===== config.mk =====
export PLATFORM = sky130hd
export DESIGN_NAME = coriolis_stream_sink
export DESIGN_NICKNAME = d
export VERILOG_FILES = /design/src/rtl/coriolis_sink_pkg.sv /design/src/rtl/coriolis_sink_fifo.sv /design/src/rtl/coriolis_stream_sink.sv
export SDC_FILE = /design/constraint.sdc
export NUM_CORES = 1
export LEC_CHECK = 0
export BUFFER_PORTS_ARGS = -buffer_cell sky130_fd_sc_hd__buf_4
export CAP_MARGIN = 20
export CORE_MARGIN = 2
export CORE_UTILIZATION = 58
export CTS_BUF_LIST = sky130_fd_sc_hd__clkbuf_4
export DETAILED_ROUTE_END_ITERATION = 10
export PLACE_DENSITY = 0.78
export SLEW_MARGIN = 15
export SYNTH_ARGS = -nofsm -noshare
export SYNTH_HDL_FRONTEND = slang
export SYNTH_HIERARCHICAL = 1
export SYNTH_SLANG_ARGS = --single-unit
export TNS_END_PERCENT = 100

===== constraint.sdc =====
create_clock -name clk -period 5.9 [get_ports clk]
set_clock_uncertainty 0.15 [all_clocks]
set_input_delay 1.18 -clock clk [delete_from_list [all_inputs] [get_ports clk]]
set_output_delay 1.18 -clock clk [all_outputs]
set_load 0.02 [all_outputs]

===== src/rtl/coriolis_sink_pkg.sv =====
// Shared types and constants for the coriolis stream sink.
// The optional running checksum port is enabled by defining SINK_CHECKSUM_EN.
package coriolis_sink_pkg;

  localparam int STREAMW_DEF = 34;
  localparam int DEPTH_DEF   = 16;
  localparam int CNTW_DEF    = 32;

  typedef enum logic [1:0] {
    ST_IDLE  = 2'd0,
    ST_RUN   = 2'd1,
    ST_DRAIN = 2'd2,
    ST_DONE  = 2'd3
  } sink_state_t;

  // Ceiling log2, used to size FIFO pointers from the depth.
  function automatic int clog2(input int value);
    int result;
    int remain;
    result = 0;
    remain = value - 1;
    while (remain > 0) begin
      result = result + 1;
      remain = remain >> 1;
    end
    return result;
  endfunction

endpackage


===== src/rtl/coriolis_sink_fifo.sv =====
// Single-clock show-ahead FIFO: head always presents mem[rd_ptr].
// Storage is cleared on reset so the head reads zero while empty after reset.
module coriolis_sink_fifo
  import coriolis_sink_pkg::*;
#(
  parameter int WIDTH = STREAMW_DEF,
  parameter int DEPTH = DEPTH_DEF
) (
  input  logic                       clk,
  input  logic                       rst,
  input  logic                       push,
  input  logic                       pop,
  input  logic [WIDTH-1:0]           din,
  output logic                       full,
  output logic                       empty,
  output logic [clog2(DEPTH):0]      count,
  output logic [WIDTH-1:0]           head
);

  localparam int ADDRW = clog2(DEPTH);
  localparam logic [ADDRW:0]   FULL_CNT = (ADDRW + 1)'(DEPTH);
  localparam logic [ADDRW:0]   ONE_CNT  = (ADDRW + 1)'(1);
  localparam logic [ADDRW-1:0] ONE_PTR  = ADDRW'(1);

  logic [WIDTH-1:0] mem [DEPTH];
  logic [ADDRW-1:0] wr_ptr;
  logic [ADDRW-1:0] rd_ptr;
  logic             do_push;
  logic             do_pop;

  assign full    = (count == FULL_CNT);
  assign empty   = (count == '0);
  assign head    = mem[rd_ptr];
  assign do_push = push & ~full;
  assign do_pop  = pop & ~empty;

  // Pointer, occupancy and storage update; simultaneous push/pop keeps count.
  always_ff @(posedge clk) begin
    if (!rst) begin
      wr_ptr <= '0;
      rd_ptr <= '0;
      count  <= '0;
      for (int i = 0; i < DEPTH; i++) begin
        mem[i] <= '0;
      end
    end else begin
      if (do_push) begin
        mem[wr_ptr] <= din;
        wr_ptr      <= wr_ptr + ONE_PTR;
      end
      if (do_pop) begin
        rd_ptr <= rd_ptr + ONE_PTR;
      end
      case ({do_push, do_pop})
        2'b10:   count <= count + ONE_CNT;
        2'b01:   count <= count - ONE_CNT;
        default: count <= count;
      endcase
    end
  end

endmodule


===== src/rtl/coriolis_stream_sink.sv =====
// Terminal collector for a TyTra kernel pipeline: accepts a fixed number of
// words from the last kernel node, buffers them and hands them to the host.
// Define SINK_CHECKSUM_EN to add the XOR checksum output.
module coriolis_stream_sink
  import coriolis_sink_pkg::*;
#(
  parameter int STREAMW = STREAMW_DEF,
  parameter int DEPTH   = DEPTH_DEF,
  parameter int CNTW    = CNTW_DEF
) (
  input  logic               clk,
  input  logic               rst,
  input  logic               start,
  input  logic [CNTW-1:0]    num_items,
  input  logic               ivalid_in1_s0,
  input  logic [STREAMW-1:0] in1_s0,
  output logic               oready,
  output logic               m_valid,
  output logic [STREAMW-1:0] m_data,
  input  logic               m_ready,
  output logic [CNTW-1:0]    items_accepted,
  output logic               busy,
`ifdef SINK_CHECKSUM_EN
  output logic [STREAMW-1:0] checksum,
`endif
  output logic               done
);

  localparam int ADDRW = clog2(DEPTH);
  localparam logic [ADDRW:0] ONE_CNT  = (ADDRW + 1)'(1);
  localparam logic [CNTW-1:0] ONE_ITEM = CNTW'(1);

  sink_state_t     state;
  sink_state_t     state_next;
  logic [CNTW-1:0] num_q;
  logic [CNTW-1:0] count_after;
  logic            push;
  logic            pop;
  logic            fifo_full;
  logic            fifo_empty;
  logic [ADDRW:0]  fifo_count;
  logic            start_take;

  coriolis_sink_fifo #(
    .WIDTH (STREAMW),
    .DEPTH (DEPTH)
  ) u_fifo (
    .clk   (clk),
    .rst   (rst),
    .push  (push),
    .pop   (pop),
    .din   (in1_s0),
    .full  (fifo_full),
    .empty (fifo_empty),
    .count (fifo_count),
    .head  (m_data)
  );

  // Handshake: oready only depends on registered state, so it never falls
  // speculatively within a cycle.
  assign oready     = (state == ST_RUN) & ~fifo_full & (items_accepted < num_q);
  assign push       = ivalid_in1_s0 & oready;
  assign m_valid    = ~fifo_empty;
  assign pop        = m_valid & m_ready & ((state == ST_RUN) | (state == ST_DRAIN));
  assign start_take = (state == ST_IDLE) & start;
  assign count_after = push ? (items_accepted + ONE_ITEM) : items_accepted;

  // State register.
  always_ff @(posedge clk) begin
    if (!rst) begin
      state <= ST_IDLE;
    end else begin
      state <= state_next;
    end
  end

  // Next state looks one push/pop ahead so DRAIN and DONE land one cycle
  // after the last push and the final pop respectively.
  always_comb begin
    state_next = state;
    case (state)
      ST_IDLE:  if (start) state_next = ST_RUN;
      ST_RUN:   if (count_after == num_q) state_next = ST_DRAIN;
      ST_DRAIN: if (fifo_empty | ((fifo_count == ONE_CNT) & pop)) state_next = ST_DONE;
      ST_DONE:  state_next = ST_IDLE;
      default:  state_next = ST_IDLE;
    endcase
  end

  // Run length latch and accepted-item counter; the counter cannot pass
  // num_q because oready drops once they match.
  always_ff @(posedge clk) begin
    if (!rst) begin
      num_q          <= '0;
      items_accepted <= '0;
    end else if (start_take) begin
      num_q          <= num_items;
      items_accepted <= '0;
    end else if (push) begin
      items_accepted <= items_accepted + ONE_ITEM;
    end
  end

  // Registered status flags derived from the upcoming state.
  always_ff @(posedge clk) begin
    if (!rst) begin
      busy <= 1'b0;
      done <= 1'b0;
    end else begin
      busy <= (state_next == ST_RUN) | (state_next == ST_DRAIN);
      done <= (state_next == ST_DONE);
    end
  end

`ifdef SINK_CHECKSUM_EN
  // Running XOR of every accepted word, restarted by each taken start.
  always_ff @(posedge clk) begin
    if (!rst) begin
      checksum <= '0;
    end else if (start_take) begin
      checksum <= '0;
    end else if (push) begin
      checksum <= checksum ^ in1_s0;
    end
  end
`endif

endmodule

* Yosys cells after proc, flatten, opt, wreduce, memory -nomap -nowiden
Memory sizes are Yosys's and may differ from the RTL's. A register that Yosys moved wholly into a read port is not among the register bits.
Cells that the tools add are included.
** Word-level totals
- Word-level logic and storage cells :: 61
- Latch bits :: 0
- Bits in read-only memories :: 0
- Memories kept :: 1
- Input bits :: 71
- Output and inout bits :: 70
- RAM bits :: 544
- Register bits :: 81
** Operators by class
- Add/sub/neg operators :: 5
- Order comparisons :: 1
- Multiply operators :: 0
- Equal/unequal tests :: 11
- Divide/modulo/power cells :: 0
- Bitwise operators :: 15
- Muxes and demuxes :: 15
- Shift-type cells :: 0
- Reduce and logical (&&, ||, !) cells :: 5
** Memory list
- u_fifo.mem :: depth 16, width 34, read ports 1, clocked after memory_dff 1, write ports 16, RTL line coriolis_sink_fifo.sv:25 : logic [WIDTH-1:0] mem [DEPTH];
** Operator list (number)
- $mux W34 :: 1
- $reduce_or A34 Y1 :: 1
- $add A32 B1 Y32 const B :: 1
- $eq A32 B32 Y1 :: 1
- $lt A32 B32 Y1 :: 1
- $mux W32 :: 1
- $mux W4 :: 3
- $eq A2 B2 Y1 const B :: 5
- $pmux W5 S2 :: 1
- $and A1 B1 Y1 :: 9
- $add A4 B1 Y4 const B :: 2
- $pmux W2 S4 :: 1
- $eq A2 B1 Y1 const B :: 3
- $mux W2 :: 3
- $add A5 B1 Y5 const B :: 1
- $eq A5 B1 Y1 const B :: 1
- $eq A5 B5 Y1 const B :: 1
- $logic_not A5 Y1 :: 1
- $mux W1 :: 5
- $sub A5 B1 Y5 const B :: 1
- $not A1 Y1 :: 3
- $or A1 B1 Y1 :: 3
- $logic_not A2 Y1 :: 1
- $reduce_bool A2 Y1 :: 1
- $reduce_or A2 Y1 :: 1

* Longest topological paths before layout
Gate-level depths: netlist of run 1.
- Word-level depth :: 11
- Gate-level depth with buffers :: 23

* Cells and area by module
The synthesis of run 1 kept the hierarchy.
** Modules (own cells, without submodules)
- coriolis_sink_fifo :: cells each 1767, instances 1, area each 24619.9 um^2, seq. area each 16676.0 um^2
- coriolis_stream_sink :: cells each 625, instances 1, area each 4917.2 um^2, seq. area each 1361.3 um^2

* Worst setup path before layout of run 1
Ideal clock, no wire load.
- Kind :: register to register
- From :: register items_accepted[11]
- To :: memory u_fifo/mem[14][0] (netlist name) (enable)
- Slack :: -0.075 ns
- Data arrival time :: 5.352 ns
- Cell stages (with the launch flop) :: 16
- Library setup time :: 0.472 ns
- Cells stage by stage :: dfxtp_1 > ha_1 > and3_1 > a221o_1 > a21oi_1 > o21ai_1 > a21o_1 > inv_4 > buf_2 > nand2_1 > inv_1 > o21a_1 > buf_2 > buf_6 > nand2_1 > o21ai_0
** RTL lines
- from (decl) :: RTL line coriolis_stream_sink.sv:21 : output logic [CNTW-1:0] items_accepted,
- from (signal assigned) :: RTL line coriolis_stream_sink.sv:100 : items_accepted <= items_accepted + ONE_ITEM;
- to (decl) :: RTL line coriolis_sink_fifo.sv:25

* Worst setup path after layout of run 1
- From :: register items_accepted[11]
- To :: output port oready
** Between the ends
- Longest elaborated chain between the ends :: 2
** RTL lines
- $lt A32 B32 Y1 :: RTL line coriolis_stream_sink.sv:61 : assign oready = (state == ST_RUN) & ~fifo_full & (items_accepted < num_q);
- $and A1 B1 Y1 :: RTL line coriolis_stream_sink.sv:61
- to (decl) :: RTL line coriolis_stream_sink.sv:17 : output logic oready,
Every way passes these cells.

==> results of run 1 <==
## worst reg2reg max path: stages, from the launching register on
cell,delay (ns)
dfxtp_1,0.53
ha_1,0.32
and3_1,0.21
a221o_1,0.35
a21oi_1,0.16
o21ai_1,0.09
buf_4,0.21
a21o_1,0.37
inv_4,0.31
nand2_1,0.17
inv_1,0.13
o21a_1,0.25
buf_4,0.30
nand2_1,0.28
o21ai_4,0.61
buf_12,0.28
## through the flow
stage	power, W	hold WS [ns]
after floorplan	0.00562	0.286
after global placement	0.00593	0.298
after detailed placement	0.00596	0.310
after CTS	0.00955	0.195
after global routing	0.00987	0.199
final	0.00951	0.271
## final cells by class
cell class | instances | area share, %
well taps | 672 | 2.53
clock inverters | 44 | 0.866
multi-input cells | 1554 | 32.0
flip-flops and latches | 629 | 54.3
diodes | 6 | 0.0452
clock buffers | 222 | 5.02
inverters | 50 | 0.572
repair buffers | 193 | 4.70
## cell families after synthesis
family | count (synthesis) | synth area share [%]
buffers and inverters | 209 | 3.70
flip-flops | 629 | 61.1
AND/OR/NAND/NOR | 1078 | 15.5
adder cells (fa/ha/maj) | 47 | 2.02
AO/OA/AOI/OAI | 224 | 5.26
multiplexers | 143 | 10.6
XOR/XNOR | 62 | 1.84
## flip-flops by register name, summed over array words and instances, names as in the netlist, named ones only
register and cells:
u_fifo/mem 544, items_accepted 32, num_q 32, u_fifo/count 5, u_fifo/rd_ptr 4, u_fifo/wr_ptr 4
state 2, busy 1, done 1
## routing by layer
| metal | wire length [um] | up-vias |
|---|---|---|
| met5 | 0 | - |
| li1 | - | 9108 |
| met2 | 39300 | 1361 |
| met1 | 28500 | 10000 |
| met3 | 9390 | 238 |
| met4 | 2970 | 0 |
## where the power goes
part           switching (W)  internal (W)
sequential         0.0000717       0.00498
clock                0.00173       0.00190
combinational       0.000548      0.000273
total                0.00235       0.00716
## cell usage in the layout, fill, tap and decap left out, types with 4 or more instances in the layout
cell type	Yosys	final
inv_1	48	48
o22ai_1	4	4
nand2b_1	10	10
diode_2	0	6
nor2_1	607	606
nand3_1	22	22
o21a_1	5	5
mux4_2	136	136
and4_1	4	4
o21ai_0	31	15
xor2_1	19	19
a211oi_1	7	7
nand2_2	4	4
edfxtp_1	544	544
a31oi_1	7	7
bufinv_16	0	4
a21oi_1	55	55
nand2_4	3	4
o21ai_4	0	16
a21o_1	4	4
mux2i_1	6	6
dfxtp_1	85	83
clkinv_2	0	5
ha_1	46	46
o21ai_1	4	4
clkbuf_4	0	222
xnor2_1	43	43
and2_1	18	12
nor2b_1	9	7
nand2_1	321	320
buf_12	0	9
nor3_1	15	15
nand4_1	17	17
and3_1	13	13
a22oi_1	68	68
clkinv_1	1	31
buf_4	16	184
and2_2	0	6
## final timing paths
kind | startpoint | end | slack (ns) | depth (start not counted)
max | items_accepted[11] | oready | 0.83 | 9
min | num_items[21] | num_q[21] | 0.27 | 3
max reg2reg | items_accepted[11] | u_fifo/mem[8][23] | 0.86 | 15
min reg2reg | num_q[16] | num_q[16] | 0.32 | 2
==> impl_metrics.ini, run 1 <==
[cts]
post_cts_resized = 0
numCtsBuffers = 160
cts_root_buf = clkbuf_4
post_cts_buffers = 0
tritoncts = built
clk_path_buf_depth = 3
htree_levels = 4
cts_hold_buf = 0
clkTransAtPathRegs_ns = 0.07
clkSinkCount = 629
insertion_delay_ns = 1.01

[global_route]
use_met3_pct = 8.57
grt_max_degree = 101
grt-busiest-layer = met2
grt_use_met2_pct = 50.7
grt_usage_pct = 31.0
grt_pass1_wl_mm = 123
grt_pass1_vias = 21500
grt.overflow.total = 0
grt.met1_usage_pct = 38.9
antenna_found_initial = 3

[layout]
multi_input_area_sq_um = 10600
stdcell_count = 3370
layout.nets = 2706
nFillCells = 3586
stdcell_area_sq_um = 33200
syn2layout_area_growth_pct = 12.5
post-route-util_pct = 66.2
seq_area_sq_um = 18000
drive_gt1_share_pct = 23.4

[run_status]
status = finished, final reports clean

[yosys]
netlist_area_sq_um = 29500
yosysMostFrequentCell = nor2_1
ys_types = 82
seq_area_frac_synth_pct = 61.1
synthDominantCellAreaShare_pct = 55.3
async_flop_share_pct = 0
syn_avg_cell_area_sq_um = 12.3
synth_warnings = 6
syn_inst = 2392
yosysTopAreaCell = edfxtp_1
syn_nets = 2510
synth_common_cells = nor2_1, edfxtp_1, nand2_1
synth_edf_count = 544
synth-main-ff-cell = edfxtp_1
synth_area_leaders = edfxtp_1, mux4_2, nor2_1
ys_ff_latch = 629

[sta]
fmax_mhz = 197
finalWorstPathRequiredPeriod_ns = 5.07
setup-violations-final = 0
setup_slack_ns = 0.828
hold_viol = 0
tns_ns = 0
drv_slew = 0
rsz0062_at_grt = no
slew_headroom_pct = 20.3
period_share_pct = 86.0
tightestPinTransition_ns = 1.20

[die]
die_w_um = 230
io_pins = 141
coreArea_sq_um = 50200
start_util_pct = 58.9
die_area_sq_um = 52700
rows = 82
die_h_um = 230

[worst_setup_path]
start_kind = register
crit_fanout = 19
worst_ep_arrival_time_ns = 3.74
critPathBufInv = 3
max_stage_delay_ns = 0.53
critPathTopFamily = compound AO/OA/AOI/OAI gates
criticalPathCategory = reg -> out
end_kind = output port
crit_slowest_cell = dfxtp_1
path_common_cell = buf_4
required_ns = 4.57
worstPathCellList = ha_1 > and3_1 > a221o_1 > a21oi_1 > o21ai_1 > buf_4 > a21o_1 > inv_4 > buf_4

[route]
routedWlPerCell_um = 23.8
drc = 0
wl_mm = 80.2
via_per_inst = 6.16
drtIter0Drc = 2429
vias = 20800
ant_nets = 0
drt_first_pass_iters = 6

[run]
cap_violations = 0

[power]
p_leak_nw = 11.5
p_per_area_nw_per_um2 = 286
vdd_drop_max_v = 0.000163

[hold_path]
hold_class = in -> reg

[placed_design]
place_inst = 3098
gp_congestion = 0.928
hpwl_mm = 48.4
dp_worst_setup_slack_ns = 1.00
placed_area_sq_um = 31300
portBuffers = 140
Power figures use the tool's default switching activity.
==> run 2: changes to the inputs <==
--- a/config.mk
+++ b/config.mk
@@ -11,7 +11,7 @@
 export CORE_UTILIZATION = 58
 export CTS_BUF_LIST = sky130_fd_sc_hd__clkbuf_4
 export DETAILED_ROUTE_END_ITERATION = 10
-export PLACE_DENSITY = 0.78
+export PLACE_DENSITY = 0.84
 export SLEW_MARGIN = 15
 export SYNTH_ARGS = -nofsm -noshare
 export SYNTH_HDL_FRONTEND = slang
==> impl_metrics.ini, run 2 (synthesized netlist as in run 1, its figures left out) <==
[run_status]
status = finished, final reports clean

[worst_setup_path]
crit_fanout = 19
required_ns = 6.42
end_kind = register
r2r_start = items_accepted[11]
worstPathCellList = ha_1 > and3_1 > a221o_1 > a21oi_1 > o21ai_1 > buf_4 > a21o_1 > inv_4 > nand2_1 > inv_1 > o21a_1 > buf_4 > nand2_1 > o21ai_4 > buf_12
criticalPathCategory = reg -> reg
rr_worst_depth = 15
critPathTopFamily = compound AO/OA/AOI/OAI gates
start_kind = register
max_stage_delay_ns = 0.72
reg2reg_setup_slack_ns = 0.86
worst_ep_arrival_time_ns = 5.56
crit_slowest_cell = o21ai_4
critPathBufInv = 5
reg2reg_to = u_fifo/mem[12][15]

[sta]
hold_viol = 0
tns_ns = 0
tightestPinTransition_ns = 1.12
setup_slack_ns = 0.860
fmax_mhz = 198
finalWorstPathRequiredPeriod_ns = 5.04
drv_slew = 0
setup-violations-final = 0
whs_ns = 0.293
rsz0062_at_grt = no
slew_headroom_pct = 25.3
period_share_pct = 85.4

[placed_design]
hpwl_mm = 48.8
portBuffers = 140
gp_congestion = 0.984
place_inst = 3090
dp_worst_setup_slack_ns = 0.925

[hold_path]
holdPathEnd = num_q[8]
hold_depth = 3
hp-start = num_items[8]
hold_class = in -> reg

[power]
p_leak_nw = 11.5
vdd_drop_max_v = 0.000185
p_per_area_nw_per_um2 = 286

[die]
die_h_um = 230
die_w_um = 230
io_pins = 141
rows = 82
die_area_sq_um = 52700
coreArea_sq_um = 50200
start_util_pct = 58.9

[layout]
drive_gt1_share_pct = 23.1
top_register = u_fifo/mem
largest_reg_flops = 544
post-route-util_pct = 66.3
syn2layout_area_growth_pct = 12.7
stdcell_count = 3364
mostFrequentLayoutCell = nor2_1
final_cell_mix = nor2_1, edfxtp_1, nand2_1
reg.largest.list = u_fifo/mem (544), items_accepted (32), num_q (32)
layout.nets = 2694

[route]
wl_mm = 81.0
ant_nets = 0
drc = 0
vias = 21200
via_per_inst = 6.29
drtIter0Drc = 3004
routedWlPerCell_um = 24.1
drt_first_pass_iters = 6

[global_route]
grt_pass1_vias = 21700
grt_max_degree = 101
antenna_found_initial = 3
grt.overflow.total = 0
grt_pass1_wl_mm = 124
grt_usage_pct = 31.3

[cts]
clkTransAtPathRegs_ns = 0.07
numCtsBuffers = 156
clkSinkCount = 629
insertion_delay_ns = 0.99
tritoncts = built
cts_hold_buf = 0
clk_path_buf_depth = 3
post_cts_buffers = 0
htree_levels = 4
cts_root_buf = clkbuf_4
post_cts_resized = 0

[run]
cap_violations = 0
-- run 2: changes by cell type in the layout (fill, tap and decap cells not counted), sizes merged --
cell | before | now
buf | 193 | 185
clkinv | 36 | 40
diode | 6 | 3
clkbuf | 222 | 220
inv | 51 | 53
clkinvlp | 3 | 4
-- run 2: metal layers --
| metal | up-vias | global-route usage, % | share of wire [%] |
|---|---|---|---|
| met3 | 274 | 8.88 | 13 |
| met5 | - | 0 | 0.012 |
| met1 | 10200 | 39.3 | 35 |
| met2 | 1658 | 50.8 | 49 |
| met4 | 2 | 14.5 | 4.1 |
| li1 | 9080 | - | - |
-- run 2: tightest hold or removal path, stage by stage --
cell,delay [ns]
buf_4,0.11
nand2_1,0.04
a21oi_1,0.05
-- run 2: final cells by class --
cell class,count,area [sq um]
multi-input combinational,1554,10600
sequential,629,18000
antenna,3,7.51
fill,3421,16900
clock buffer,220,1650
clock inverter,51,315
tap,672,841
timing repair buffer,185,1600
inverter,50,190
-- run 2: worst max-delay path by stage --
stage	from	endpoint	slack, ns	depth (start not counted)
final	items_accepted[11]	u_fifo/mem[12][15]	0.86	15
after global routing	items_accepted[11]	u_fifo/mem[12][18]	0.65	15
after CTS	items_accepted[11]	u_fifo/mem[12][27]	0.87	15
after detailed placement	items_accepted[11]	u_fifo/mem[12][18]	0.93	15
after global placement	items_accepted[11]	u_fifo/mem[12][17]	1.00	15
after floorplan	items_accepted[11]	u_fifo/mem[14][0]	-0.07	15
-- run 2: through the flow --
step,power (W),instance area (sq um)
after CTS,0.00955,33300
after global routing,0.00984,33300
after detailed placement,0.00595,31300
after floorplan,0.00562,29500
final,0.00951,33300
after global placement,0.00593,31300
-- run 2: where the power goes --
part	switching, W	internal (W)	total [W]	leakage [nW]
Clock	0.00174	0.00189	0.00363	1.15
Sequential	0.0000763	0.00498	0.00506	6.31
Combinational	0.000541	0.000279	0.000821	4.04
Total	0.00236	0.00716	0.00951	11.5
